==> src/rtl/key_conditioner.sv <==
// Push-button front end: per-key synchroniser and debouncer, press pulses,
// auto-repeat on the advance key, and a registered run/pause flag.
module key_conditioner #(
  parameter bit ACTIVE_LOW      = 1'b1,
  parameter int DEBOUNCE_CYCLES = 4,
  parameter int REPEAT_DELAY    = 16,
  parameter int REPEAT_PERIOD   = 8
) (
  input  logic       clk,
  input  logic       reset,
  input  logic       key_adv,
  input  logic       key_start,
  input  logic       key_pause,
  output logic       adv_pulse,
  output logic       start_pulse,
  output logic       pause_pulse,
  output logic       paused,
  output logic [2:0] key_level
);

  localparam int DB_W    = $clog2(DEBOUNCE_CYCLES) + 1;
  localparam int RPT_MAX = (REPEAT_DELAY > REPEAT_PERIOD) ? REPEAT_DELAY : REPEAT_PERIOD;
  localparam int RPT_W   = $clog2(RPT_MAX) + 1;

  // Terminal counts are "one before the target": the flip/pulse happens on
  // the edge where the counter would otherwise reach the parameter value.
  localparam logic [DB_W-1:0]  DB_LAST     = DB_W'(DEBOUNCE_CYCLES - 1);
  localparam logic [RPT_W-1:0] DELAY_LAST  = RPT_W'(REPEAT_DELAY - 1);
  localparam logic [RPT_W-1:0] PERIOD_LAST = RPT_W'(REPEAT_PERIOD - 1);

  typedef enum logic [1:0] {IDLE, WAIT_DELAY, REPEAT} rpt_state_t;

  logic [2:0] raw_norm;
  logic [2:0] flip;
  logic [2:0] rise;
  logic       adv_fall;

  assign raw_norm = {key_pause, key_start, key_adv} ^ {3{ACTIVE_LOW}};

  for (genvar gi = 0; gi < 3; gi++) begin : g_key
    logic            sync1_reg;
    logic            sync2_reg;
    logic            level_reg;
    logic [DB_W-1:0] cnt_reg;

    assign flip[gi]      = (sync2_reg != level_reg) && (cnt_reg == DB_LAST);
    assign key_level[gi] = level_reg;

    always_ff @(posedge clk or posedge reset) begin
      if (reset) begin
        sync1_reg <= 1'b0;
        sync2_reg <= 1'b0;
        level_reg <= 1'b0;
        cnt_reg   <= '0;
      end else begin
        sync1_reg <= raw_norm[gi];
        sync2_reg <= sync1_reg;
        if (sync2_reg == level_reg) begin
          cnt_reg <= '0;
        end else if (flip[gi]) begin
          level_reg <= ~level_reg;
          cnt_reg   <= '0;
        end else if (cnt_reg != '1) begin
          cnt_reg <= cnt_reg + 1'b1;
        end
      end
    end
  end

  assign rise     = flip & ~key_level;
  assign adv_fall = flip[0] & key_level[0];

  rpt_state_t       state_reg, state_next;
  logic [RPT_W-1:0] rpt_cnt_reg, rpt_cnt_next;
  logic             repeat_fire;

  always_comb begin
    state_next   = state_reg;
    rpt_cnt_next = rpt_cnt_reg;
    repeat_fire  = 1'b0;
    if (REPEAT_DELAY == 0) begin
      state_next = IDLE;
    end else begin
      case (state_reg)
        IDLE: begin
          if (rise[0]) begin
            state_next   = WAIT_DELAY;
            rpt_cnt_next = '0;
          end
        end
        WAIT_DELAY: begin
          if (rpt_cnt_reg == DELAY_LAST) begin
            repeat_fire  = 1'b1;
            state_next   = REPEAT;
            rpt_cnt_next = '0;
          end else if (rpt_cnt_reg != '1) begin
            rpt_cnt_next = rpt_cnt_reg + 1'b1;
          end
        end
        REPEAT: begin
          if (rpt_cnt_reg == PERIOD_LAST) begin
            repeat_fire  = 1'b1;
            rpt_cnt_next = '0;
          end else if (rpt_cnt_reg != '1) begin
            rpt_cnt_next = rpt_cnt_reg + 1'b1;
          end
        end
        default: begin
          state_next   = IDLE;
          rpt_cnt_next = '0;
        end
      endcase
      // Release wins over a repeat that falls due on the same edge.
      if (adv_fall) begin
        state_next   = IDLE;
        rpt_cnt_next = '0;
        repeat_fire  = 1'b0;
      end
    end
  end

  always_ff @(posedge clk or posedge reset) begin
    if (reset) begin
      state_reg   <= IDLE;
      rpt_cnt_reg <= '0;
      adv_pulse   <= 1'b0;
      start_pulse <= 1'b0;
      pause_pulse <= 1'b0;
      paused      <= 1'b0;
    end else begin
      state_reg   <= state_next;
      rpt_cnt_reg <= rpt_cnt_next;
      adv_pulse   <= rise[0] | repeat_fire;
      start_pulse <= rise[1];
      pause_pulse <= rise[2];
      // Start has priority so a simultaneous start+pause resumes.
      if (start_pulse)
        paused <= 1'b0;
      else if (pause_pulse)
        paused <= 1'b1;
    end
  end

endmodule

==> config.mk <==
export PLATFORM = sky130hd
export DESIGN_NAME = key_conditioner
export DESIGN_NICKNAME = d
export VERILOG_FILES = /design/src/rtl/key_conditioner.sv
export SDC_FILE = /design/constraint.sdc
export NUM_CORES = 1
export LEC_CHECK = 0
export ABC_AREA = 1
export CORE_ASPECT_RATIO = 1.5
export CORE_UTILIZATION = 41
export CTS_BUF_LIST = sky130_fd_sc_hd__clkbuf_8
export CTS_CLUSTER_DIAMETER = 50
export DETAILED_ROUTE_END_ITERATION = 8
export GPL_ROUTABILITY_DRIVEN = 0
export SYNTH_ARGS = -nofsm -noshare
export SYNTH_HDL_FRONTEND = slang
export SYNTH_SLANG_ARGS = --single-unit
export TNS_END_PERCENT = 100
==> constraint.sdc <==
create_clock -name clk -period 1.5 [get_ports clk]
set_clock_uncertainty 0.05 [all_clocks]
set_input_delay 0.375 -clock clk [delete_from_list [all_inputs] [get_ports clk]]
set_output_delay 0.375 -clock clk [all_outputs]
set_load 0.05 [all_outputs]
==> summary.md, run 1 <==
| Metric | Value |
|---|---|
| Leak Pwr | `0.862 nW` |
| Post-synth net total | `167` |
| Count of input and output buffers | `11` |
| Global-route wire length before repair | `4460 um` |
| Yosys top cell by area | `sky130_fd_sc_hd__dfrtp_1` |
| Clock tree from TritonCTS | `built` |
| Flip-flop count of the largest register after layout | `9` |
| Clk pin slew, worst setup/hold paths | `0.07 ns` |
| Reg-to-Reg End | `rpt_cnt_reg[3]` |
| Inserted Clock Buffers | `5` |
| Synth top area share | `0.521` |
| Horizontal die dimension | `49.6 um` |
| Min Hold Slack | `0.302 ns` |
| Kind of end point of the critical path | `flop` |
| Overflow left after global routing | `0` |
| Final setup vio count | `0` |
| Reg2Reg Launch Point | `g_key[0].cnt_reg[1]` |
| Worst hold path stage count | `0` |
| Pin count of the biggest net entering global routing | `16` |
| Count of mapped cells out of synthesis | `155` |
| Count of final hold-check violations | `0` |
| Initial cell density of the core | `0.436` |
| Maximum operating frequency | `715 MHz` |
| Flop and latch count out of synthesis | `29` |
| Detailed-route vias per instance | `4.83` |
| Path type of the worst min-delay path | `reg2reg` |
| Number of nets in the layout | `185` |
| Hold buffer count at CTS | `0` |
| Synthesized area divided by synthesized cell count | `8.98 sq um` |
| Post-detailed-route count of antenna-violating nets | `0` |
| Top FF cell, synth | `sky130_fd_sc_hd__dfrtp_1` |
| Critical Path AT | `1.52 ns` |
| Fin crit share | `0.932` |
| Sum of routed wire length over all layers | `2510 um` |
| Max-cap check violation count | `0` |
| Standard-cell rows | `25` |
| Relative slew slack | `0.816` |
| Post-route setup TNS | `0 ns` |
| Crit Path Class | `reg2reg` |
| Area inside the core boundary | `3190 sq um` |
| Filler cell count | `296` |
| Min cycle time layout | `1.40 ns` |
| Hold Crit Endpoint | `g_key[1].sync2_reg` |
| Proportion of register bits with asynchronous set or reset after synthesis | `1.00` |
| R2R setup slack | `0.10 ns` |
| Sequential cell area fraction in the yosys report | `0.521` |
| Post-synthesis cell area | `1390 sq um` |
| Routed len/inst | `11.7 um` |
| Via count of the first global-routing pass | `1052` |
| Setup crit start kind | `flop` |
| Top cell types by occurrence after synthesis | `sky130_fd_sc_hd__nand2_1, sky130_fd_sc_hd__dfrtp_1, sky130_fd_sc_hd__inv_1` |
| Required arrival time at the worst endpoint | `1.62 ns` |
| # DRC | `0` |
| Depth of the worst register-to-register path | `10` |
| Power per Cell Area | `1970 nW/um^2` |
| Master cell of the clock root buffer | `sky130_fd_sc_hd__clkbuf_8` |
| Maximum vdd drop | `0.00125 V` |
| DR pass1 iterations | `4` |
| Count of pins over their slew limit | `0` |
| Dominant cells by area after synthesis | `sky130_fd_sc_hd__dfrtp_1, sky130_fd_sc_hd__nand2_1, sky130_fd_sc_hd__ha_1, sky130_fd_sc_hd__inv_1, sky130_fd_sc_hd__nand3_1` |
| Count of inserted antenna diode cells | `0` |
| Core utilization of the finished layout | `0.556` |
| Top fanout value on the critical path | `5` |
| Number of enable-type register cells in the synthesized netlist | `0` |
| RSZ-0062 raised after global routing | `false` |
| HP Start | `g_key[1].sync1_reg` |
| Initial antenna violation count | `0` |
| Detailed Route Iter0 Violations | `26` |
| Clock sinks | `29` |
| Global-route usage over all layers | `0.168` |
| Netlist cell types | `23` |
| Worst-Skew Late Latency | `0.27 ns` |
| Die boundary height | `73.4 um` |
| Clock buffer depth | `2` |
| Count of H-tree levels built during CTS | `2` |
| Ratio of cells with drive above 1 in the final layout | `0.190` |
| Top-level I/O count | `12` |
| Transition time of the tightest slew-check pin | `0.274 ns` |
| Run status | `finished, final reports clean` |
| Synth warnings | `0` |
| Top-count cell post-synth | `sky130_fd_sc_hd__nand2_1` |
| Post-detail-place hpwl | `1870 um` |
| Total number of vias | `1033` |
| Area added between synthesis and finish | `27.4%` |
| Floorplan die area | `3640 sq um` |
power breakdown:
part	switching (mW)	total, mW	internal [mW]
clock	0.305	0.845	0.539
combinational	0.822	1.45	0.630
sequential	0.215	1.19	0.979
total	1.34	3.49	2.15
critical path, stage by stage (launching register included):
cell                      delay, ns
sky130_fd_sc_hd__dfrtp_1       0.39
sky130_fd_sc_hd__ha_4          0.16
sky130_fd_sc_hd__inv_2         0.05
sky130_fd_sc_hd__nor2_4        0.11
sky130_fd_sc_hd__nand2_2       0.10
sky130_fd_sc_hd__nand2_2       0.10
sky130_fd_sc_hd__inv_1         0.05
sky130_fd_sc_hd__nand2_1       0.12
sky130_fd_sc_hd__inv_1         0.05
sky130_fd_sc_hd__nand3_1       0.06
sky130_fd_sc_hd__nand2_1       0.05
layout by cell type, fill, tap and decap left out:
| cell type | Yosys | final |
|---|---|---|
| sky130_fd_sc_hd__nand2_1 | 33 | 33 |
| sky130_fd_sc_hd__dfrtp_1 | 29 | 28 |
| sky130_fd_sc_hd__inv_1 | 22 | 22 |
| sky130_fd_sc_hd__nor2_1 | 12 | 12 |
| sky130_fd_sc_hd__nand3_1 | 12 | 12 |
| sky130_fd_sc_hd__buf_12 | 0 | 7 |
| sky130_fd_sc_hd__a21oi_1 | 6 | 6 |
| sky130_fd_sc_hd__clkbuf_8 | 0 | 6 |
| sky130_fd_sc_hd__ha_1 | 7 | 5 |
| sky130_fd_sc_hd__o21ai_1 | 4 | 4 |
| sky130_fd_sc_hd__o21ai_0 | 4 | 4 |
| sky130_fd_sc_hd__clkdlybuf4s50_1 | 0 | 4 |
| sky130_fd_sc_hd__nor2_4 | 3 | 3 |
| sky130_fd_sc_hd__nand2_2 | 4 | 3 |
| sky130_fd_sc_hd__buf_4 | 3 | 3 |
| sky130_fd_sc_hd__xnor2_1 | 2 | 2 |
| sky130_fd_sc_hd__inv_2 | 2 | 2 |
| sky130_fd_sc_hd__nand3_2 | 2 | 2 |
| sky130_fd_sc_hd__xor2_1 | 2 | 2 |
| sky130_fd_sc_hd__nor3_1 | 2 | 2 |
| sky130_fd_sc_hd__ha_4 | 0 | 2 |
| sky130_fd_sc_hd__a22oi_1 | 1 | 1 |
| sky130_fd_sc_hd__nand4_1 | 1 | 1 |
| sky130_fd_sc_hd__nand2_4 | 0 | 1 |
| sky130_fd_sc_hd__a21boi_1 | 1 | 1 |
| sky130_fd_sc_hd__o31ai_1 | 1 | 1 |
| sky130_fd_sc_hd__o21ai_2 | 1 | 1 |
| sky130_fd_sc_hd__o22ai_1 | 1 | 1 |
| sky130_fd_sc_hd__bufinv_16 | 0 | 1 |
| sky130_fd_sc_hd__clkinvlp_4 | 0 | 1 |
| sky130_fd_sc_hd__dfrtp_2 | 0 | 1 |
per-layer routing:
metal / up-vias / share of wire / track usage
li1: 524 / - / -
met1: 491 / 0.42 / 0.182
met2: 16 / 0.54 / 0.290
met3: 2 / 0.030 / 0.0497
met4: 0 / 0.012 / 0.0952
met5: - / 0 / 0
worst max-delay path by stage:
stage	endpoint	slack [ns]	cells after the start	start
after global routing	rpt_cnt_reg[4]	0.009	8	g_key[0].level_reg
final	rpt_cnt_reg[3]	0.10	10	g_key[0].cnt_reg[1]
after CTS	rpt_cnt_reg[3]	0.03	9	g_key[0].cnt_reg[0]
after detailed placement	rpt_cnt_reg[3]	0.04	9	g_key[0].cnt_reg[0]
after floorplan	rpt_cnt_reg[3]	0.20	9	g_key[0].cnt_reg[0]
after global placement	rpt_cnt_reg[3]	0.07	9	g_key[0].cnt_reg[0]
logic make-up after synthesis:
kind of cell / share of synthesized area
buffers and inverters: 0.0809
adder cells (fa/ha/maj): 0.0629
flip-flops: 0.521
AND/OR/NAND/NOR: 0.233
AO/OA/AOI/OAI: 0.0773
XOR/XNOR: 0.0252
final cells by class:
cell class / instances / area (sq um) / share of cell area
Sequential cell: 29 / 727 / 0.410
Multi-Input combinational cell: 99 / 584 / 0.329
Timing Repair Buffer: 14 / 203 / 0.114
Inverter: 24 / 90.1 / 0.0508
Clock buffer: 6 / 82.6 / 0.0465
Tap cell: 40 / 50.0 / 0.0282
Clock inverter: 2 / 37.5 / 0.0212
through the flow:
step	std cells	area (sq um)	total power, mW	setup slack [ns]
2_1_floorplan	155	1390	2.14	0.202
3_3_place_gp	205	1620	2.50	0.0748
3_5_place_dp	205	1620	2.58	0.0416
4_1_cts	213	1740	3.43	0.0342
5_1_grt	214	1770	3.73	0.00894
6_report	214	1770	3.49	0.101
repair_timing:
action | in CTS | in global routing
resized for setup | 0 | 6
buffers inserted | 0 | 1
setup endpoints to repair | 0 | 6
Note: power is estimated with default switching activity, not from simulation.
==> run 2, diff against run 1 <==
CORE_MARGIN = 4   (was not set)
CTS_CLUSTER_SIZE = 30   (was not set)
clock period = 1.74 ns   (was 1.5 ns; I/O delays follow)
==> run 2 against run 1 <==
  * Setup slack better by 0.12 ns
  * Cell area shrank 6.5%
  * Count of clock-buffer cells in the layout is 1 higher
  * Sequential power fell by 16%
  * Critical path type unchanged
  * Wire length is 2.9% lower
  * Combinational power is 21% lower
==> summary.md, run 2 (synthesis gave the netlist of run 1 again) <==
| Metric | Value |
|---|---|
| Count of input and output buffers | `11 (unchanged)` |
| Relative slew slack | `0.748 (-0.0682)` |
| RSZ-0062 raised after global routing | `false` |
| Horizontal die dimension | `55.6 um (+12%)` |
| Via count of the first global-routing pass | `1009 (-4.1%)` |
| Sum of routed wire length over all layers | `2440 um (-2.9%)` |
| Post-route setup TNS | `0 ns (unchanged)` |
| Post-CTS setup buffer count | `0 (unchanged)` |
| Clk pin slew, worst setup/hold paths | `0.06 ns (about the same)` |
| Total number of vias | `1033 (unchanged)` |
| Number of gates given a new drive strength after cts | `0 (unchanged)` |
| Kind of end point of the critical path | `flop` |
| Top-level I/O count | `12 (unchanged)` |
| Power per Cell Area | `1650 nW/um^2 (-16%)` |
| Switching power share of the total | `0.398 (+0.0137)` |
| Pin count of the biggest net entering global routing | `30 (+14)` |
| Clock sinks | `29 (unchanged)` |
| Detailed Route Iter0 Violations | `22 (-15%)` |
| Flip-flop count of the largest register after layout | `9 (unchanged)` |
| # DRC | `0 (unchanged)` |
| Leak Pwr | `0.839 nW (-2.7%)` |
| Top fanout value on the critical path | `5 (unchanged)` |
| Slowest stage delay, CP | `0.37 ns (-0.02 ns)` |
| Relative contribution of sequential cells to total power | `0.365 (+0.023)` |
| Post-detailed-route count of antenna-violating nets | `0 (unchanged)` |
| Path type of the worst min-delay path | `reg2reg` |
| Critical Path AT | `1.64 ns (+0.12 ns)` |
| DR pass1 iterations | `4 (unchanged)` |
| Internal power | `1.65 mW (-23%)` |
| Floorplan die area | `4410 sq um (+21%)` |
| R2R setup slack | `0.22 ns (+0.12 ns)` |
| Transition time of the tightest slew-check pin | `0.378 ns (+0.104 ns)` |
| Post-placement cell count | `204 (-0.49%)` |
| Run status | `finished, final reports clean` |
| Standard-cell rows | `25 (unchanged)` |
| Area added between synthesis and finish | `19.1%` |
| Combinational Power Share | `0.417 (about the same)` |
| CP max-delay cell | `sky130_fd_sc_hd__dfrtp_1` |
| Final setup vio count | `0 (unchanged)` |
| Max-cap check violation count | `0 (unchanged)` |
| Master cell of the clock root buffer | `sky130_fd_sc_hd__clkbuf_8` |
| Setup crit start kind | `flop` |
| Worst-Skew Late Latency | `0.28 ns (about the same)` |
| Routed len/inst | `11.5 um (-2.0%)` |
| Switch Pwr | `1.09 mW (-19%)` |
| Ratio of cells with drive above 1 in the final layout | `0.163 (-0.0269)` |
| Critical path, cell by cell | `ha_1 -> inv_2 -> nor2_4 -> nand2_2 -> nand2_2 -> inv_1 -> nand2_1 -> inv_1 -> nand3_1 -> nand2_1` |
| Count of inserted antenna diode cells | `0 (unchanged)` |
| Fin crit share | `0.873 (-0.0598)` |
| Clock power frac | `0.218 (-0.024)` |
| Crit Path Class | `reg2reg` |
| Required arrival time at the worst endpoint | `1.86 ns (+0.24 ns)` |
| Number of nets in the layout | `183 (-1.1%)` |
| Post-detail-place hpwl | `1790 um (-4.6%)` |
| Hold buffer count at CTS | `0 (unchanged)` |
| Count of pins over their slew limit | `0 (unchanged)` |
| Area inside the core boundary | `3220 sq um (+0.98%)` |
| Count of final hold-check violations | `0 (unchanged)` |
| Global-route usage over all layers | `0.126 (-0.0427)` |
| Detailed-route vias per instance | `4.87 (+0.94%)` |
| Clock tree from TritonCTS | `built` |
| Maximum operating frequency | `659 MHz (-7.9%)` |
| Count of H-tree levels built during CTS | `2 (unchanged)` |
| Leading cell types in the layout, fill and taps excluded | `sky130_fd_sc_hd__nand2_1, sky130_fd_sc_hd__dfrtp_1, sky130_fd_sc_hd__inv_1, sky130_fd_sc_hd__nor2_1, sky130_fd_sc_hd__nand3_1` |
| Inserted Clock Buffers | `5 (unchanged)` |
| Clock buffer depth | `2 (unchanged)` |
| Overflow left after global routing | `0 (unchanged)` |
| Die boundary height | `79.4 um (+8.2%)` |
| Maximum vdd drop | `0.000942 V (-24%)` |
| Initial cell density of the core | `0.432 (-0.00424)` |
| Post-layout instance count excluding filler cells | `212 (-0.93%)` |
| Commonest non-fill, non-tap cell in the layout | `sky130_fd_sc_hd__nand2_1` |
| Min cycle time layout | `1.52 ns (+0.120 ns)` |
| Global-route wire length before repair | `4170 um (-6.7%)` |
| Initial antenna violation count | `0 (unchanged)` |
## run 2: changes by cell type in the layout (fill, tap and decap cells not counted), sizes merged
cell	delta
bufinv	-1
clkbuf	+1
clkinvlp	-1
clkinv	+1
buf	-2
## run 2: worst paths after layout
path	startpoint	to	depth (start not counted)
max	g_key[0].cnt_reg[0]	rpt_cnt_reg[3]	10
min	g_key[2].sync1_reg	g_key[2].sync2_reg	0
max reg2reg	g_key[0].cnt_reg[0]	rpt_cnt_reg[3]	10
min reg2reg	g_key[2].sync1_reg	g_key[2].sync2_reg	0
max in group asynchronous	reset	adv_pulse	3
min in group asynchronous	reset	g_key[1].cnt_reg[2]	3
## run 2: power by group through the flow
stage / registers [mW] / clock network, mW / logic (mW)
global route: 1.03 / 0.657 / 1.27
detailed placement: 1.01 / 0 / 1.15
CTS: 1.00 / 0.622 / 1.15
finish: 1.00 / 0.599 / 1.14
floorplan: 1.02 / 0 / 0.828
global placement: 0.998 / 0 / 1.11
## run 2: worst max-delay path, delay by kind of cell (launching register included)
kind / cells / cell delay (ns)
fa+ha+maj: 1 / 0.21
simple gates: 6 / 0.58
buf+inv: 3 / 0.18
flops: 1 / 0.37
## run 2: cell type report
| cell class | count | area (sq um) |
|---|---|---|
| Sequential cell | 29 | 726 |
| Inverter | 24 | 90.1 |
| Clock buffer | 7 | 96.3 |
| Multi-Input combinational cell | 99 | 554 |
| Tap cell | 40 | 50.0 |
| Timing Repair Buffer | 12 | 138 |
| Clock inverter | 1 | 5.00 |
| Fill cell | 304 | 1560 |
## run 2: per-layer routing
metal / up-vias / track usage / routed length, um
met5: - / 0 / 0
met4: 0 / 0.0827 / 91
met3: 10 / 0.0518 / 119
met2: 21 / 0.216 / 1240
met1: 484 / 0.122 / 990
li1: 518 / - / -
## run 2: stage by stage
step                setup WS [ns]  total power, mW   util  hold slack, ns  area, sq um
finish                      0.222             2.74  0.515           0.302         1660
global route                0.106             2.96  0.515           0.313         1660
CTS                         0.231             2.77  0.515           0.303         1660
detailed placement          0.267             2.16  0.483           0.288         1560
global placement            0.284             2.11  0.483           0.282         1560
floorplan                   0.442             1.85      -           0.281         1390
==> run 3, diff against run 2 <==
SLEW_MARGIN = 20   (was not set)
==> results of run 3 <==
Final layout, timing and power as in run 2 (identical DEF).
